`src/rtl/divider_seq_pkg.sv`:
```
// -----------------------------------------------------------------------------
// divider_pkg
//   Shared definitions for the sequential restoring divider and its neighbours
//   in the modular-exponentiation datapath.
//   - div_state_e       : divider FSM state encoding (IDLE, ITER, FIX)
//   - DIV_WIDTH_DEFAULT : default operand width
//   - cond_negate()     : two's-complement negate-if, also used as |x| by
//                         passing the operand's sign bit as the negate flag
// -----------------------------------------------------------------------------
package divider_pkg;

   localparam int unsigned DIV_WIDTH_DEFAULT = 16;

   // Widest operand cond_negate() handles. Callers zero-extend into this
   // width and truncate the result back; the low bits of a two's-complement
   // negation do not depend on the upper (zero) bits, so this is exact.
   localparam int unsigned NEG_MAX_W = 64;

   typedef enum logic [1:0] {
      IDLE = 2'd0,
      ITER = 2'd1,
      FIX  = 2'd2
   } div_state_e;

   function automatic logic [NEG_MAX_W-1:0] cond_negate(
      input logic [NEG_MAX_W-1:0] value,
      input logic                 neg
   );
      return neg ? (~value + NEG_MAX_W'(1)) : value;
   endfunction

endpackage : divider_pkg

```
`src/rtl/divider_seq.sv`:
```
// -----------------------------------------------------------------------------
// divider_seq
//   Sequential restoring divider, one quotient bit per clock, with per-operation
//   signed/unsigned mode, divide-by-zero and signed-overflow flags.
//
// Ports
//   clk          in   sole clock, rising edge
//   rst          in   asynchronous reset, active low
//   start        in   operation request, sampled only in IDLE
//   signed_op    in   1 = two's-complement operands (sampled with start)
//   dividend     in   WIDTH, sampled with start
//   divisor      in   WIDTH, sampled with start
//   busy         out  operation in progress
//   done         out  one-cycle pulse, results valid from this cycle
//   quotient     out  WIDTH result, held until overwritten by the next FIX
//   remainder    out  WIDTH result, held until overwritten by the next FIX
//   div_by_zero  out  last operation had divisor == 0
//   overflow     out  last operation was signed MIN / -1
//   dbg_state    out  current FSM state (div_state_e encoding)
//
// Handshake: start is a request and "state == IDLE" is the implicit ready.
//   A request is accepted on a rising edge where the FSM is in IDLE and start
//   is high; busy rises on that edge. Requests while busy, or in the cycle
//   where the FIX edge is being taken, are dropped (no queueing). Completion
//   is signalled by done, a single-cycle pulse that never overlaps busy; the
//   earliest next request is accepted on the edge that ends the done cycle.
// -----------------------------------------------------------------------------
module divider_seq
   import divider_pkg::*;
#(
   parameter int unsigned WIDTH = DIV_WIDTH_DEFAULT,
   parameter int unsigned CNT_W = $clog2(WIDTH + 1)
) (
   input  logic             clk,
   input  logic             rst,
   input  logic             start,
   input  logic             signed_op,
   input  logic [WIDTH-1:0] dividend,
   input  logic [WIDTH-1:0] divisor,
   output logic             busy,
   output logic             done,
   output logic [WIDTH-1:0] quotient,
   output logic [WIDTH-1:0] remainder,
   output logic             div_by_zero,
   output logic             overflow,
   output logic [1:0]       dbg_state
);

   localparam logic [WIDTH-1:0] MIN_VAL = {1'b1, {(WIDTH-1){1'b0}}};

   div_state_e       state_q;
   logic [CNT_W-1:0] cnt_q;
   // Partial remainder. It is always < divisor after a restore step, so its
   // top (WIDTH+1-th) bit is known zero between iterations and is only
   // materialised inside the shifted/trial values below.
   logic [WIDTH-1:0] rem_q;
   // Dividend magnitude; quotient bits shift in at the bottom as the dividend
   // bits shift out at the top, so this ends up holding |quotient|.
   logic [WIDTH-1:0] dvd_q;
   logic [WIDTH-1:0] dvs_q;
   logic             neg_quo_q;
   logic             neg_rem_q;
   logic             busy_q;
   logic             done_q;
   logic [WIDTH-1:0] quo_q;
   logic [WIDTH-1:0] remo_q;
   logic             dz_q;
   logic             ov_q;

   // Operand preparation for an accepted start
   logic             dvd_neg;
   logic             dvs_neg;
   logic [WIDTH-1:0] dvd_mag;
   logic [WIDTH-1:0] dvs_mag;
   logic             is_zero;
   logic             is_ovf;

   // One restoring step
   logic [WIDTH:0]   r_shift;
   logic [WIDTH:0]   trial;
   logic             q_bit;
   logic [WIDTH-1:0] rem_d;
   logic [WIDTH-1:0] dvd_d;

   always_comb begin
      dvd_neg = signed_op & dividend[WIDTH-1];
      dvs_neg = signed_op & divisor[WIDTH-1];
      dvd_mag = WIDTH'(cond_negate(NEG_MAX_W'(dividend), dvd_neg));
      dvs_mag = WIDTH'(cond_negate(NEG_MAX_W'(divisor), dvs_neg));
      is_zero = (divisor == '0);
      is_ovf  = signed_op && (dividend == MIN_VAL) && (divisor == '1);
   end

   always_comb begin
      r_shift = {rem_q, dvd_q[WIDTH-1]};
      trial   = r_shift - {1'b0, dvs_q};
      // The trial difference lies in [-divisor, divisor-1], so bit WIDTH is
      // its sign.
      q_bit   = ~trial[WIDTH];
      rem_d   = q_bit ? trial[WIDTH-1:0] : r_shift[WIDTH-1:0];
      dvd_d   = {dvd_q[WIDTH-2:0], q_bit};
   end

   always_ff @(posedge clk or negedge rst) begin
      if (!rst) begin
         state_q   <= IDLE;
         cnt_q     <= '0;
         rem_q     <= '0;
         dvd_q     <= '0;
         dvs_q     <= '0;
         neg_quo_q <= 1'b0;
         neg_rem_q <= 1'b0;
         busy_q    <= 1'b0;
         done_q    <= 1'b0;
         quo_q     <= '0;
         remo_q    <= '0;
         dz_q      <= 1'b0;
         ov_q      <= 1'b0;
      end else begin
         case (state_q)
            IDLE: begin
               done_q <= 1'b0;
               if (start) begin
                  busy_q <= 1'b1;
                  dz_q   <= is_zero;
                  ov_q   <= is_ovf;
                  if (is_zero) begin
                     // Special results are preloaded so FIX can register
                     // them through the same path as a normal result.
                     dvd_q     <= '1;
                     rem_q     <= dividend;
                     neg_quo_q <= 1'b0;
                     neg_rem_q <= 1'b0;
                     state_q   <= FIX;
                  end else if (is_ovf) begin
                     dvd_q     <= MIN_VAL;
                     rem_q     <= '0;
                     neg_quo_q <= 1'b0;
                     neg_rem_q <= 1'b0;
                     state_q   <= FIX;
                  end else begin
                     dvd_q     <= dvd_mag;
                     dvs_q     <= dvs_mag;
                     rem_q     <= '0;
                     neg_quo_q <= dvd_neg ^ dvs_neg;
                     // Truncating division: remainder follows the dividend.
                     neg_rem_q <= dvd_neg;
                     cnt_q     <= CNT_W'(WIDTH);
                     state_q   <= ITER;
                  end
               end
            end

            ITER: begin
               rem_q <= rem_d;
               dvd_q <= dvd_d;
               cnt_q <= cnt_q - CNT_W'(1);
               if (cnt_q == CNT_W'(1)) begin
                  state_q <= FIX;
               end
            end

            FIX: begin
               quo_q   <= WIDTH'(cond_negate(NEG_MAX_W'(dvd_q), neg_quo_q));
               remo_q  <= WIDTH'(cond_negate(NEG_MAX_W'(rem_q), neg_rem_q));
               done_q  <= 1'b1;
               busy_q  <= 1'b0;
               state_q <= IDLE;
            end

            default: begin
               busy_q  <= 1'b0;
               done_q  <= 1'b0;
               state_q <= IDLE;
            end
         endcase
      end
   end

   assign busy        = busy_q;
   assign done        = done_q;
   assign quotient    = quo_q;
   assign remainder   = remo_q;
   assign div_by_zero = dz_q;
   assign overflow    = ov_q;
   assign dbg_state   = state_q;

endmodule : divider_seq

```
`config.mk`:
```
export PLATFORM = sky130hd
export DESIGN_NAME = divider_seq
export DESIGN_NICKNAME = d
export VERILOG_FILES = /design/src/rtl/divider_seq_pkg.sv /design/src/rtl/divider_seq.sv
export SDC_FILE = /design/constraint.sdc
export NUM_CORES = 1
export LEC_CHECK = 0
export BUFFER_PORTS_ARGS = -buffer_cell sky130_fd_sc_hd__buf_2
export CAP_MARGIN = 10
export CORE_MARGIN = 5
export CORE_UTILIZATION = 45
export CTS_CLUSTER_DIAMETER = 100
export DETAILED_ROUTE_END_ITERATION = 8
export PLACE_DENSITY = 0.68
export SLEW_MARGIN = 30
export SYNTH_ARGS = -nofsm -noshare
export SYNTH_HDL_FRONTEND = slang
export SYNTH_SLANG_ARGS = --single-unit
export TNS_END_PERCENT = 10
```
`constraint.sdc`:
```
create_clock -name clk -period 5.03 [get_ports clk]
set_clock_uncertainty 0.15 [all_clocks]
set_input_delay 0.503 -clock clk [delete_from_list [all_inputs] [get_ports clk]]
set_output_delay 0.503 -clock clk [all_outputs]
set_load 0.1 [all_outputs]
```
---- Word level (Yosys, flattened, before mapping) ----
Cells that the tools add are included.
operators by class
  equal/unequal tests ..................... 9
  mux-type cells .......................... 28
  reduce and logical (&&, ||, !) cells .... 11
  bitwise logic cells ..................... 11
  $add $sub $neg .......................... 6
operator list
  operator                                                             count
  16-bit 2-to-1 mux                                                    10
  16-bit by 1-bit adder with 16-bit output (second input constant)     4
  16-bit inverter                                                      4
  16-bit one-hot mux with 2 select lines                               2
  16-bit == test (second input constant)                               2
  17-bit by 16-bit subtractor with 17-bit output                       1
  16-bit zero test                                                     1
  5-bit 2-to-1 mux                                                     3
  5-bit one-hot mux with 2 select lines                                1
  2-bit 2-to-1 mux                                                     4
  2-bit != test (second input constant)                                4
  2-bit AND reduction                                                  4
  4-bit AND reduction                                                  2
  5-bit by 1-bit == test with 1-bit output (second input constant)     1
  1-bit 2-to-1 mux                                                     5
  5-bit by 1-bit subtractor with 5-bit output (second input constant)  1
  1-bit inverter                                                       4
  1-bit one-hot mux with 2 select lines                                2
  2-bit one-hot mux with 2 select lines                                1
  1-bit AND                                                            2
  2-bit by 1-bit == test with 1-bit output (second input constant)     1
  2-bit == test (second input constant)                                1
  1-bit logical AND                                                    2
  2-bit zero test                                                      1
  2 further kinds                                                      2
storage, ports and cells
  register bits after elaboration ......... 93
  logic and storage cells ................. 78

---- Longest topological paths before layout ----
  depth after elaboration ................. 7
  gate-level depth with buffers ........... 12
  gate-level depth less buffers ........... 10

---- Least setup slack after synthesis ----
No wires, ideal clock.
  kind .................................... register to register
  start ................................... register dvd_q[15]
  end ..................................... register rem_q[13]
  data arrival time ....................... 2.486 ns
  slack ................................... 2.274 ns
  clock period less this slack ............ 2.756 ns
  cell stages (with the launch flop) ...... 13
  path through ............................ dfrtp_1 -> inv_1 -> ha_1 -> fa_1 -> nand2b_1 -> a21oi_1 -> o21ai_1 -> o21ai_0 -> xor2_1 -> buf_4 -> buf_4 -> o22ai_1 -> a31o_2
on the way
  cells in the longest elaborated chain, start to end .. 3
RTL lines
  what                                            RTL line            RTL
  start: declaration                              divider_seq.sv:59   logic [WIDTH-1:0] dvd_q;
  start signal: assignment                        divider_seq.sv:142  dvd_q <= dvd_mag;
  start signal: assignment                        divider_seq.sv:156  dvd_q <= dvd_d;
  17-bit by 16-bit subtractor with 17-bit output  divider_seq.sv:96   trial = r_shift - {1'b0, dvs_q};
  16-bit 2-to-1 mux                               divider_seq.sv:100  rem_d = q_bit ? trial[WIDTH-1:0] : r_shift[WIDTH-1:0];
  16-bit one-hot mux with 2 select lines          divider_seq.sv:120  case (state_q)
  end signal: assignment                          divider_seq.sv:131  rem_q <= dividend;
  end signal: assignment                          divider_seq.sv:155  rem_q <= rem_d;
  end: declaration                                divider_seq.sv:56   logic [WIDTH-1:0] rem_q;
No other way between the ends.
A chain may end at the register's enable or synchronous reset.

---- Final worst setup path ----
  start ................................... register dvd_q[15]
  end ..................................... register rem_q[15]
The elaborated chain is that of the path after synthesis.

==> qor.yml <==
ff2ff_path_depth: 11
path_cells: "inv_1 > ha_1 > fa_1 > nand2b_1 > a21oi_1 > o21ai_1 > o21ai_0 > xor2_2 > buf_4 > o22ai_1 > a31o_2"
criticalPathCategory: "register to register"
max_slew_margin_pct: 34.8
postCtsHoldBufs: 0
cts_root_buf: "clkbuf_16"
drive_above_1_share_pct: 14.9
synth_cell_types: 58
ys_warn_count: 0
hp-class: "input pin to asynchronous set/reset pin"
cpPeakStageDelay_ns: 0.75
setup_viol: 0
antenna_found_initial: 0
drt_pass1_iterations: 5
finalNetCount: 828
synth-simple-area-share_pct: 18.9
clock_sinks: 93
synthDominantCellAreaShare_pct: 38.6
clkTransAtPathRegs_ns: 0.07
synth.avg_cell_area_um2: 8.49
cts_tree: "built"
finalSetupTns_ns: 0
area_delta_synth_final_pct: 13.7
rsz0062_at_grt: "false"
cp-endpoint: "rem_q[15]"
path_buf_inv: 2
hold_viol: 0
r2r_slack_ns: 1.50
yosys_most_used_dff: "dfrtp_1"
yosys-mux-area-fraction_pct: 2.70
synth-xor-area-share_pct: 10.2
synth_compound_area_share_pct: 20.0
path_depth: 11
critPathSlowestCell: "xor2_2"
syn_inst: 711
cp.required_ns: 5.11
yosys.area.top_type: "dfrtp_1"
drc: 0
n_antenna_cell: 0
rr_startpoint: "dvd_q[15]"
numPortBuffers: 73
fmax_ghz: 0.284
wire_per_inst_um: 16.4
r2r-end: "rem_q[15]"
row_count: 42
synthesis.area_um2: 6030
grt_pass1_vias: 5256
drt_iter0_drc: 462
end_kind: "register"
cts_setup_buffers: 0
grt_overflow_total: 0
synthTopCellsByCount: "nand2_1, dfrtp_1, o21ai_0"
grt_pass1_wl_um: 25800
num_io_pins: 74
core-area_um2: 13200
min_period_ns: 3.53
die_y_um: 126
cap_violations: 0
avgViaCountPerCell: 5.67
post-route-period-util_pct: 70.1
seq_area_frac_synth_pct: 38.6
setup_slack_ns: 1.50
vias: 5380
path_max_fanout: 14
ctsResizeCount: 0
synthTopCellsByArea: "dfrtp_1, o21ai_0, nand2_1"
cp.arrival_ns: 3.61
crit_family: "compound AO/OA/AOI/OAI gates"
clk_latency_ns: 0.35
status: "completed"
tightestPinTransition_ns: 0.978
synth-seq-cells: 93
cts_max_path_buffers: 2
synth_fa_ha_area_share_pct: 5.10
grt_usage_pct: 19.8
fillers: 1249
synth.most_common_cell: "nand2_1"
wirelength_um: 15600
h-tree-depth: 3
critPathLaunchType: "register"
pre_cts_slack_ns: 1.54
dp_hpwl_um: 11900
async_reset_ff_share_pct: 100
cts_buffers: 9
synth-edff-count: 0
syn_nets: 771
synth_top_family_by_area: "compound AO/OA/AOI/OAI gates"
gp_congestion: 0.900
start_util_pct: 45.7
grt_max_degree: 49
die_area_um2: 15800
final-max-slew-violation-count: 0
die_x_um: 126
ant_nets: 0
startpoint: "dvd_q[15]"
[registers in the layout, summed over array words and instances (netlist names)]
register,flops
dvd_q,16
dvs_q,16
quotient,16
rem_q,16
remainder,16
cnt_q,5
dbg_state,2
busy,1
div_by_zero,1
done,1
neg_quo_q,1
neg_rem_q,1
overflow,1
[metrics by stage]
stage | hold slack (ns) | instances | area, um^2 | util (%)
2_1_floorplan | 0.0574 | 711 | 6030 | -
3_3_place_gp | 0.308 | 931 | 6490 | 49.2
3_5_place_dp | 0.317 | 933 | 6540 | 49.5
4_1_cts | 0.0387 | 949 | 6860 | 52.0
5_1_grt | 0.0715 | 949 | 6860 | 52.0
6_report | 0.0184 | 949 | 6860 | 52.0
[worst reg2reg max path: stages (launching register included)]
cell and delay, ns:
dfrtp_1 0.32, inv_1 0.08, ha_1 0.24, fa_1 0.40, nand2b_1 0.18, a21oi_1 0.20
o21ai_1 0.18, o21ai_0 0.31, xor2_2 0.75, buf_4 0.29, o22ai_1 0.09, a31o_2 0.22
[final cells by class]
cell class                      count  area [um^2]  share of cell area, %
Sequential cell                    93         2330                   33.9
Clock inverter                      5         83.8                   1.22
Multi-Input combinational cell    554         3450                   50.2
Timing Repair Buffer               77          418                   6.09
Tap cell                          176          220                   3.21
Inverter                           33          124                   1.81
Clock buffer                       11          243                   3.54
[cell usage in the layout (no fill, tap or decap), types with 10 or more instances in the layout]
| master | synthesis | routed |
|---|---|---|
| nand2_1 | 105 | 105 |
| dfrtp_1 | 93 | 93 |
| o21ai_0 | 90 | 90 |
| buf_2 | 2 | 72 |
| a21oi_1 | 55 | 55 |
| nor2_1 | 48 | 47 |
| xor2_1 | 38 | 37 |
| inv_1 | 33 | 33 |
| xnor2_1 | 32 | 32 |
| ha_1 | 23 | 23 |
| mux2i_1 | 14 | 14 |
| o31ai_1 | 12 | 12 |
| a31oi_1 | 10 | 10 |
| nor3_1 | 10 | 10 |
[cells by family (layout without fill, tap and decap cells)]
group / Yosys count / after routing
AO/OA/AOI/OAI: 211 / 211
XOR/XNOR: 70 / 70
adder cells (fa/ha/maj): 24 / 24
buffers and inverters: 64 / 126
flip-flops: 93 / 93
multiplexers: 16 / 16
AND/OR/NAND/NOR: 233 / 233
[worst min-delay path by stage]
stage | endpoint | slack [ns] | cells after the start
after CTS | cnt_q[4] | 0.04 | 1
after global routing | cnt_q[1] | 0.07 | 1
final | cnt_q[1] | 0.02 | 1
after detailed placement | quotient[11] | 0.32 | 2
after floorplan | busy | 0.06 | 0
after global placement | quotient[4] | 0.31 | 2
[routing by layer]
| metal | vias up | GRT usage, % | wire (um) |
|---|---|---|---|
| li1 | 2610 | - | - |
| met5 | - | 0 | 0 |
| met2 | 206 | 32.3 | 7310 |
| met3 | 29 | 2.96 | 921 |
| met4 | 0 | 6.88 | 293 |
| met1 | 2535 | 27.1 | 7040 |
Power is left out: the tool's default activity adds up to more than one toggle a clock period on the data nets, which glitch-free logic cannot reach.
